==> config.mk <==
export PLATFORM = sky130hd
export DESIGN_NAME = ux607_aon_scaled_counter
export DESIGN_NICKNAME = d
export VERILOG_FILES = /design/src/rtl/ux607_aon_scaled_counter_pkg.sv /design/src/rtl/ux607_aon_scale_mux.sv /design/src/rtl/ux607_aon_scaled_counter.sv
export SDC_FILE = /design/constraint.sdc
export NUM_CORES = 1
export LEC_CHECK = 0
export ABC_AREA = 1
export CORE_ASPECT_RATIO = 0.6
export CORE_UTILIZATION = 30
export CTS_CLUSTER_DIAMETER = 50
export DETAILED_ROUTE_END_ITERATION = 7
export GPL_TIMING_DRIVEN = 1
export PLACE_DENSITY = 0.54
export SYNTH_ARGS = -nofsm -noshare
export SYNTH_HDL_FRONTEND = slang
export SYNTH_SLANG_ARGS = --single-unit
==> constraint.sdc <==
create_clock -name clock -period 2.8 [get_ports clock]
set_input_delay 0.42 -clock clock [delete_from_list [all_inputs] [get_ports clock]]
set_output_delay 0.42 -clock clock [all_outputs]
set_load 0.05 [all_outputs]
==> src/rtl/ux607_aon_scaled_counter_pkg.sv <==
// Shared perips constants for the always-on scaled counter and its config register vector.
package ux607_aon_scaled_counter_pkg;

   // Default widths of the counter datapath
   localparam int unsigned CNT_W_DEF   = 31;
   localparam int unsigned CMP_W_DEF   = 16;
   localparam int unsigned SCALE_W_DEF = 3;

   // Bit positions inside the 5-bit config vector {en_oneshot, en_always, scale[2:0]}
   localparam int unsigned CFG_W          = 5;
   localparam int unsigned CFG_SCALE_LSB  = 0;
   localparam int unsigned CFG_SCALE_MSB  = 2;
   localparam int unsigned CFG_EN_ALWAYS  = 3;
   localparam int unsigned CFG_EN_ONESHOT = 4;

endpackage : ux607_aon_scaled_counter_pkg

==> src/rtl/ux607_aon_scale_mux.sv <==
// Combinational scale select: returns count[scale +: CMP_W], zero-filled above the counter MSB.
module ux607_aon_scale_mux
   import ux607_aon_scaled_counter_pkg::*;
#(
   parameter int unsigned CNT_W   = CNT_W_DEF,
   parameter int unsigned CMP_W   = CMP_W_DEF,
   parameter int unsigned SCALE_W = SCALE_W_DEF
) (
   input  logic [CNT_W-1:0]   i_count,
   input  logic [SCALE_W-1:0] i_scale,
   output logic [CMP_W-1:0]   o_scaled_c
);

   // Zero-extended so a window reaching past the counter MSB reads zeros
   logic [CNT_W+CMP_W-1:0] w_ext;

   assign w_ext      = {CMP_W'(0), i_count};
   assign o_scaled_c = CMP_W'(w_ext >> i_scale);

endmodule : ux607_aon_scale_mux

==> src/rtl/ux607_aon_scaled_counter.sv <==
// Always-on scaled counter with compare, sticky interrupt and oneshot-enable clear pulse.
module ux607_aon_scaled_counter
   import ux607_aon_scaled_counter_pkg::*;
#(
   parameter int unsigned CNT_W   = CNT_W_DEF,
   parameter int unsigned CMP_W   = CMP_W_DEF,
   parameter int unsigned SCALE_W = SCALE_W_DEF
) (
   input  logic               clock,
   input  logic               reset_n,
   input  logic [SCALE_W-1:0] cfg_scale,
   input  logic               cfg_en_always,
   input  logic               cfg_en_oneshot,
   input  logic               cfg_zero_cmp,
   input  logic               cnt_wr_en,
   input  logic [CNT_W-1:0]   cnt_wr_data,
   input  logic               cmp_wr_en,
   input  logic [CMP_W-1:0]   cmp_wr_data,
   input  logic               ip_clr,
   output logic [CNT_W-1:0]   count_q,
   output logic [CMP_W-1:0]   scaled_q,
   output logic [CMP_W-1:0]   cmp_q,
   output logic               ip,
   output logic               oneshot_clr
);

   logic [CNT_W-1:0] r_count;
   logic [CMP_W-1:0] r_cmp;
   logic             r_ip;
   logic             r_ip_d;
   logic             r_hit_d;
   logic             r_oneshot_clr;

   logic [CMP_W-1:0] w_scaled;
   logic             w_running;
   logic             w_hit;
   logic             w_set_lvl;
   logic             w_set_new;
   logic [CNT_W-1:0] w_cnt_nxt;
   logic             w_ip_nxt;

   ux607_aon_scale_mux #(
      .CNT_W   (CNT_W),
      .CMP_W   (CMP_W),
      .SCALE_W (SCALE_W)
   ) u_scale_mux (
      .i_count    (r_count),
      .i_scale    (cfg_scale),
      .o_scaled_c (w_scaled)
   );

   assign w_running = cfg_en_always | cfg_en_oneshot;
   assign w_hit     = (w_scaled >= r_cmp);
   assign w_set_lvl = w_running & w_hit;
   // A hit that was not present last cycle is a fresh event and beats a same-cycle clear
   assign w_set_new = w_set_lvl & ~r_hit_d;

   // Counter next value: bus write, clear-on-compare, increment, hold
   always_comb begin
      w_cnt_nxt = r_count;
      if (cnt_wr_en) begin
         w_cnt_nxt = cnt_wr_data;
      end else if (w_running && w_hit && cfg_zero_cmp) begin
         w_cnt_nxt = '0;
      end else if (w_running) begin
         w_cnt_nxt = r_count + CNT_W'(1);
      end
   end

   // Sticky pending bit: fresh hit always sets, continuing hit re-sets unless cleared
   always_comb begin
      w_ip_nxt = w_set_new | (~ip_clr & (r_ip | w_set_lvl));
   end

   // Counter and compare registers
   always_ff @(posedge clock or negedge reset_n) begin
      if (!reset_n) begin
         r_count <= '0;
         r_cmp   <= '1;
      end else begin
         r_count <= w_cnt_nxt;
         if (cmp_wr_en) begin
            r_cmp <= cmp_wr_data;
         end
      end
   end

   // Interrupt pending, hit history and oneshot clear pulse
   always_ff @(posedge clock or negedge reset_n) begin
      if (!reset_n) begin
         r_hit_d       <= 1'b0;
         r_ip          <= 1'b0;
         r_ip_d        <= 1'b0;
         r_oneshot_clr <= 1'b0;
      end else begin
         r_hit_d       <= w_set_lvl;
         r_ip          <= w_ip_nxt;
         r_ip_d        <= r_ip;
         r_oneshot_clr <= r_ip & ~r_ip_d & cfg_en_oneshot;
      end
   end

   assign count_q     = r_count;
   assign scaled_q    = w_scaled;
   assign cmp_q       = r_cmp;
   assign ip          = r_ip;
   assign oneshot_clr = r_oneshot_clr;

endmodule : ux607_aon_scaled_counter

==> results of run 1 <==
## metal layers
layer	vias to the layer above	global-route usage (%)	share of wire (%)
met5	-	0	0
li1	2445	-	-
met2	197	31.8	37
met1	2299	38.0	54
met4	0	3.88	0.87
met3	12	4.36	7.6
## logic make-up after synthesis
kind of cell,after synthesis,synth area share [%]
adder cells (fa/ha/maj),17,5.07
AO/OA/AOI/OAI,155,18.9
buffers and inverters,99,9.25
multiplexers,13,3.13
XOR/XNOR,5,1.04
flip-flops,51,30.9
AND/OR/NAND/NOR,317,31.7
## worst register-to-register path, cell delays in order (launching register included)
cell	delay (ns)
dfrtp_1	0.43
inv_2	0.10
o21ai_0	0.36
mux2i_2	0.21
a21oi_4	0.21
ha_1	0.24
nand2_1	0.06
inv_1	0.04
nand2_1	0.05
nand2_1	0.05
nand2_1	0.06
nand2_1	0.08
nand2_1	0.08
nand2_2	0.07
nand3_4	0.16
clkbuf_16	0.20
nand2_1	0.06
a21oi_1	0.13
## sequential cells by signal, indices dropped and copies added, names as in the netlist
signal / count
r_ip_d: 1
r_hit_d: 1
oneshot_clr: 1
count_q: 31
cmp_q: 16
ip: 1
## power breakdown
part | total (mW) | internal (mW) | switching [mW]
logic | 2.05 | 0.815 | 1.23
registers | 0.978 | 0.859 | 0.120
clock network | 0.693 | 0.383 | 0.310
total | 3.72 | 2.06 | 1.66
## layout make-up
| type | count | area, sq um |
|---|---|---|
| multi-input cells | 507 | 2830 |
| inverters | 70 | 265 |
| repair buffers | 182 | 1980 |
| clock buffers | 8 | 156 |
| fillers | 1324 | 6870 |
| flip-flops and latches | 51 | 1310 |
| well taps | 175 | 219 |
## placed cells by master (no fill, tap or decap), types with 5 or more instances in the layout
cell             Yosys  routed
nand3_1             16      15
buf_12               0      19
a21oi_1             85      77
mux2i_4              0       6
xor2_1               5       5
nand2_1            183     181
buf_4                0      49
nor2_2               3       5
nor3_1              12      11
dfrtp_1             35      26
a21oi_2              1       7
inv_2                9      10
clkbuf_16            0       9
ha_1                17      15
o21ai_4              0       9
o21ai_1              1      19
dfrtp_2              0       9
o21ai_0             62      32
nor2_1              87      85
clkdlybuf4s50_1      0     102
dfstp_2             16      16
inv_1               61      59
## what timing repair did
| item | in CTS | in global routing |
|---|---|---|
| gates resized for setup | 15 | 34 |
| pin swaps | 0 | 4 |
| cloned | 2 | 5 |
| setup endpoints to repair | 32 | 32 |
| buffers inserted | 2 | 1 |
## worst paths after layout
| kind | startpoint | end | slack, ns |
|---|---|---|---|
| worst max-delay path | cfg_scale[0] | count_q[12] | 0.13 |
| min in group clock | r_ip_d | oneshot_clr | 0.40 |
| worst min-delay path | reset_n | count_q[2] | 0.26 |
| max in group asynchronous | reset_n | cmp_q[15] | 1.68 |
| worst min register to register | r_ip_d | oneshot_clr | 0.40 |
| worst max register to register | count_q[8] | count_q[9] | 0.13 |
==> key figures, run 1 <==
Route
  – Final wirelength: 17.0 mm
  – Post-DRT Antenna Nets: 0
  – Vias/cell: 4.99
  – Vias after detailed routing: 4953
  – Drt pass-1 iters: 5
  – DR iter-0 viols: 314
  – WL/cell: 17.1 um
  – # DRC: 0

Floorplanning
  – Die width: 155 um
  – Starting density of the core: 30.8%
  – Top Ports: 123
  – Floorplan Core Area: 13600 sq um
  – Chip Height: 93.6 um
  – Die Area: 14500 sq um
  – Number of cell rows: 33

Critical path
  – Crit-path cells: clkbuf_2, bufbuf_16, nand2_1, o21ai_0, mux2i_2, a21oi_4, ha_1, nand2_1, inv_1, nand2_1, nand2_1, nand2_1, nand2_1, nand2_1, nand2_2, nand3_4, clkbuf_16, nand2_1, a21oi_2
  – Number of cells on the critical path: 19
  – Crit path kind: in2reg
  – Cell class contributing the biggest share of worst-path delay: simple AND/OR/NAND/NOR gates
  – Crit path launch type: primary input
  – Worst Path Max Fanout: 18
  – Crit path capture type: flip-flop
  – Reg2reg path depth: 17
  – Arrival time worst endpoint: 2.86 ns
  – Slowest stage delay, CP: 0.36 ns
  – Worst path bufs/invs: 4
  – Critical path's slowest cell: mux2i_2
  – Crit path top cell by count: nand2_1
  – Critical path required time: 2.99 ns

Clocking
  – H-tree levels: 2
  – Clk pin slew, worst setup/hold paths: 0.08 ns
  – Sink Count: 51
  – TritonCTS clock tree: yes
  – CTS buffer count: 5
  – Clock root buffer: clkbuf_16
  – Cts-stage hold buffer count: 0
  – Clk Latency, worst-skew pair: 0.30 ns
  – Largest buffer count on any clock path: 2

Yosys
  – Synth Area per Inst: 6.38 sq um
  – Sequential fraction of the synthesis area: 30.9%
  – Top cell type's share of synthesized area: 20.9%
  – Asr flop ratio synth: 100%
  – Synthesized instance count: 657
  – Synth top cells by count: 183 x nand2_1, 87 x nor2_1, 85 x a21oi_1, 62 x o21ai_0, 61 x inv_1
  – Leading post-synthesis cells by cell area: dfrtp_1 21%, nand2_1 16%, a21oi_1 10%, dfstp_2 10%, nor2_1 7.8%
  – Flops & latches, synth: 51
  – Netlist cell types: 34
  – EDFF count, synth: 0
  – Synthesized area: 4190 sq um
  – Synth Net Count: 732
  – Yosys warns: 0
  – Top cell type by total area after synthesis: dfrtp_1
  – Most frequent cell after synthesis: nand2_1
  – Top_reg_cell synth: dfrtp_1

Layout
  – Antenna Cells: 0
  – Synthesis-to-layout area growth: 61.1%
  – Final core utilization: 49.6%
  – Design area: 6760 sq um
  – Non-filler cells, final: 993
  – Nets: 892
  – Share of cells above drive strength 1: 21.9%

Global route
  – GR Util All Layers: 23.6%
  – Largest net degree at the start of global routing: 38
  – GRT overflow: 0
  – First-pass GRT wire length: 26.2 mm
  – Number of global-route vias before repair: 4764
  – Initial antenna violation count: 0

STA
  – Worst-Margin Slew: 0.958 ns
  – Setup TNS Final: 0 ns
  – Worst-case clock skew: 0.00951 ns
  – Fin. Hold Viols: 0
  – Fin crit period: 2.67 ns
  – Final setup fails: 0
  – Slew HR: 36.1%
  – Final worst slack: 0.130 ns
  – Crit share post-route: 95.4%
  – Max Slew Vio Count: 0
  – Max Freq: 0.375 GHz
  – Worst Hold Slack: 0.261 ns

Placed design
  – Post-Place Cells: 975
  – Place WS: -0.528 ns
  – Post-DP HPWL: 12.6 mm
  – Placed cell area: 6260 sq um
  – Routability congestion estimate: 0.899
  – IO Port Bufs: 122

Run
  – Maxcap violations: 0

Power and ir drop
  – Final Power: 3.72 mW
  – Peak supply drop: 0.339 mV
  – PwrDens: 551 nW/um^2
  – Leak: 2.94 nW

Outcome
  – Outcome: finished, final reports clean

Worst hold path
  – Hold Path Class: in2async
Power figures use the tool's default switching activity.
==> run 2: changes to the inputs <==
- CORE_MARGIN: default -> 2
- GPL_ROUTABILITY_DRIVEN: default -> 0
- RECOVER_POWER: default -> 100
==> run 2 against run 1 <==
Net effect: the flow now finishes with violations (max-capacitance violations, max-slew violations); clock skew about the same; clock-buffer cell count down 3; total power decreased by 1.9%; sequential share of layout area is 0.35 points higher; register-to-register slack improved by 0.10 ns; core utilization is 0.93 points lower; critical path depth shrank 3; worst hold slack improved by 0.14 ns; cell count grew 1.3%; flip-flop and latch count unchanged; sequential power shrank 0.6%; routed wire length is 7.0% lower; critical path type unchanged; largest power group unchanged.
==> key figures, run 2 (synthesis gave the netlist of run 1 again) <==
Outcome
  – Outcome: complete, but fails checks
  – Violated checks: max-capacitance violations, max-slew violations

Power and ir drop
  – Leak: 2.93 nW (-0.18%)
  – Switching power share of the total: 44.4% (-0.31 points)
  – Int Power: 2.03 mW (-1.4%)
  – Final Power: 3.65 mW (-1.9%)
  – PwrDens: 549 nW/um^2 (-0.35%)
  – Peak supply drop: 0.330 mV (-2.7%)
  – Flop pwr share: 26.6% (+0.3 points)
  – Clock power frac: 19.7% (+1.1 points)
  – Comb pwr share: 53.6% (-1.4 points)
  – Sw Pwr: 1.62 mW (-2.6%)

STA
  – Fin crit period: 2.61 ns (-0.0605 ns)
  – Slew HR: -52.0% (-88 points)
  – Crit share post-route: 93.2% (-2.2 points)
  – Worst-case clock skew: 0.00903 ns (-0.000481 ns)
  – Worst-Margin Slew: 2.28 ns (+1.32 ns)
  – Max Slew Vio Count: 40 (+40)
  – Final setup fails: 0 (unchanged)
  – Fin. Hold Viols: 0 (unchanged)
  – Max Freq: 0.383 GHz (+2.3%)
  – Worst Hold Slack: 0.405 ns (+0.145 ns)

Layout
  – Synthesis-to-layout area growth: 58.6%
  – Most common cell after layout, fill and taps aside: nand2_1
  – Share of cells above drive strength 1: 20.6% (-1.2 points)
  – Final core utilization: 48.6% (-0.93 points)
  – Antenna Cells: 0 (unchanged)
  – Commonest non-fill, non-tap cells in the layout: 181 x nand2_1, 86 x nor2_1, 82 x a21oi_1, 57 x inv_1
  – Max reg flops: 31 (unchanged)
  – Non-filler cells, final: 1006 (+1.3%)
  – Nets: 888 (-0.45%)
  – Fillers: 1342 (+1.4%)

Critical path
  – Reg-to-Reg End: count_q[7]
  – Crit-path cells: clkbuf_2, bufbuf_16, o21ai_0, inv_1, o21ai_0, buf_4, o22ai_4, ha_1, nand4_1, a21oi_1, nor2_1, nand2_2, nand3_4, clkbuf_16, nand2_1, a21oi_1
  – Crit path kind: in2reg
  – Slowest stage delay, CP: 0.30 ns (-0.06 ns)
  – Reg2reg path depth: 16 (-1)
  – Crit path launch type: primary input
  – Critical path required time: 2.99 ns (about the same)
  – Crit path capture type: flip-flop
  – Worst r2r src: count_q[17]
  – Arrival time worst endpoint: 2.80 ns (-0.06 ns)
  – FF-to-FF setup slack: 0.23 ns (+0.10 ns)
  – Critical path's slowest cell: bufbuf_16
  – Worst Path Max Fanout: 22 (+4)

Global route
  – First-pass GRT wire length: 24.4 mm (-7.2%)
  – Number of global-route vias before repair: 4647 (-2.5%)
  – Largest net degree at the start of global routing: 40 (+5.3%)
  – GRT overflow: 0 (unchanged)
  – GR Util All Layers: 20.9% (-2.7 points)
  – Initial antenna violation count: 0 (unchanged)

Placed design
  – Post-DP HPWL: 12.1 mm (-4.6%)
  – Post-Place Cells: 990 (+1.5%)
  – IO Port Bufs: 122 (unchanged)

Route
  – Drt pass-1 iters: 5 (unchanged)
  – Final wirelength: 15.8 mm (-7.0%)
  – Vias after detailed routing: 4965 (+0.24%)
  – # DRC: 0 (unchanged)
  – WL/cell: 15.7 um (-8.2%)
  – Vias/cell: 4.94 (-1.1%)
  – Post-DRT Antenna Nets: 0 (unchanged)
  – DR iter-0 viols: 351 (+12%)

Worst hold path
  – Hold Path Class: reg2reg
  – Hold Crit Endpoint: oneshot_clr
  – Hold Path Depth: 1
  – Min-delay src: r_ip_d

Clocking
  – H-tree levels: 2 (unchanged)
  – Clk Latency, worst-skew pair: 0.30 ns (about the same)
  – CTS buffer count: 5 (unchanged)
  – Clock root buffer: clkbuf_16
  – Sink Count: 51 (unchanged)
  – Clk pin slew, worst setup/hold paths: 0.07 ns (about the same)
  – Largest buffer count on any clock path: 2 (unchanged)
  – TritonCTS clock tree: yes

Floorplanning
  – Die width: 157 um (+1.3%)
  – Die Area: 15000 sq um (+3.5%)
  – Chip Height: 95.6 um (+2.1%)
  – Floorplan Core Area: 13700 sq um (+0.30%)
  – Top Ports: 123 (unchanged)
  – Number of cell rows: 33 (unchanged)
  – Starting density of the core: 30.7% (-0.093 points)

Run
  – Maxcap violations: 1 (+1)
[run 2: metrics by stage]
| step | worst slack [ns] | area [sq um] | setup TNS, ns |
|---|---|---|---|
| 3_5_place_dp | -0.465 | 6270 | -14.09 |
| 5_1_grt | -0.00732 | 6650 | -0.0128 |
| 3_3_place_gp | -0.424 | 6270 | -13.34 |
| 2_1_floorplan | 0.00653 | 4420 | 0 |
| 6_report | 0.191 | 6650 | 0 |
| 4_1_cts | 0.00899 | 6520 | 0 |
[run 2: worst max-delay path, delay by kind of cell]
kind / cells / cell delay, ns
AO/OA/AOI/OAI: 5 / 0.63
adder cells (fa/ha/maj): 1 / 0.29
buffers and inverters: 5 / 0.88
AND/OR/NAND/NOR: 5 / 0.56
[run 2: area by class of cell]
type | instances | area (sq um) | share of cell area (%)
multi-input cells | 507 | 2760 | 41.6
repair buffers | 178 | 1900 | 28.6
flip-flops and latches | 51 | 1310 | 19.7
inverters | 70 | 268 | 4.03
well taps | 192 | 240 | 3.61
clock buffers | 5 | 125 | 1.88
clock inverters | 3 | 38.8 | 0.583
[run 2: worst max-delay path by stage]
stage,start,to,slack (ns),cells after the start
2_1_floorplan,cfg_scale[0],count_q[11],0.007,16
3_3_place_gp,cfg_scale[0],count_q[21],-0.42,21
3_5_place_dp,cfg_scale[0],count_q[28],-0.47,19
4_1_cts,cfg_scale[0],count_q[9],0.009,15
5_1_grt,count_q[12],count_q[7],-0.007,16
6_report,cfg_scale[0],count_q[7],0.19,16
[run 2: power by group through the flow]
stage	clock (mW)	sequential (mW)	combinational [mW]
5_1_grt	0.754	0.990	2.10
3_5_place_dp	0	0.980	1.89
2_1_floorplan	0	1.31	0.772
6_report	0.720	0.972	1.96
3_3_place_gp	0	0.980	1.87
4_1_cts	0.735	0.968	1.93
[run 2: repair_timing]
item,in CTS,in global routing
hold buffers,0,0
cloned,2,3
setup buffers,0,3
gates resized for setup,10,34
endpoints found under the setup margin,32,32
pin swaps,0,1
[run 2: per-layer routing]
| metal | global-route usage, % | wire length [um] | vias up |
|---|---|---|---|
| li1 | - | - | 2447 |
| met1 | 32.9 | 8190 | 2271 |
| met2 | 28.3 | 5920 | 233 |
| met3 | 5.09 | 1560 | 14 |
| met4 | 3.52 | 109 | 0 |
| met5 | 0 | 0 | - |
==> run 3: changes to the inputs <==
- CTS_CLUSTER_SIZE: default -> 10
==> results of run 3 <==
Same layout as run 2: the final DEF is identical, and so are final timing and power.
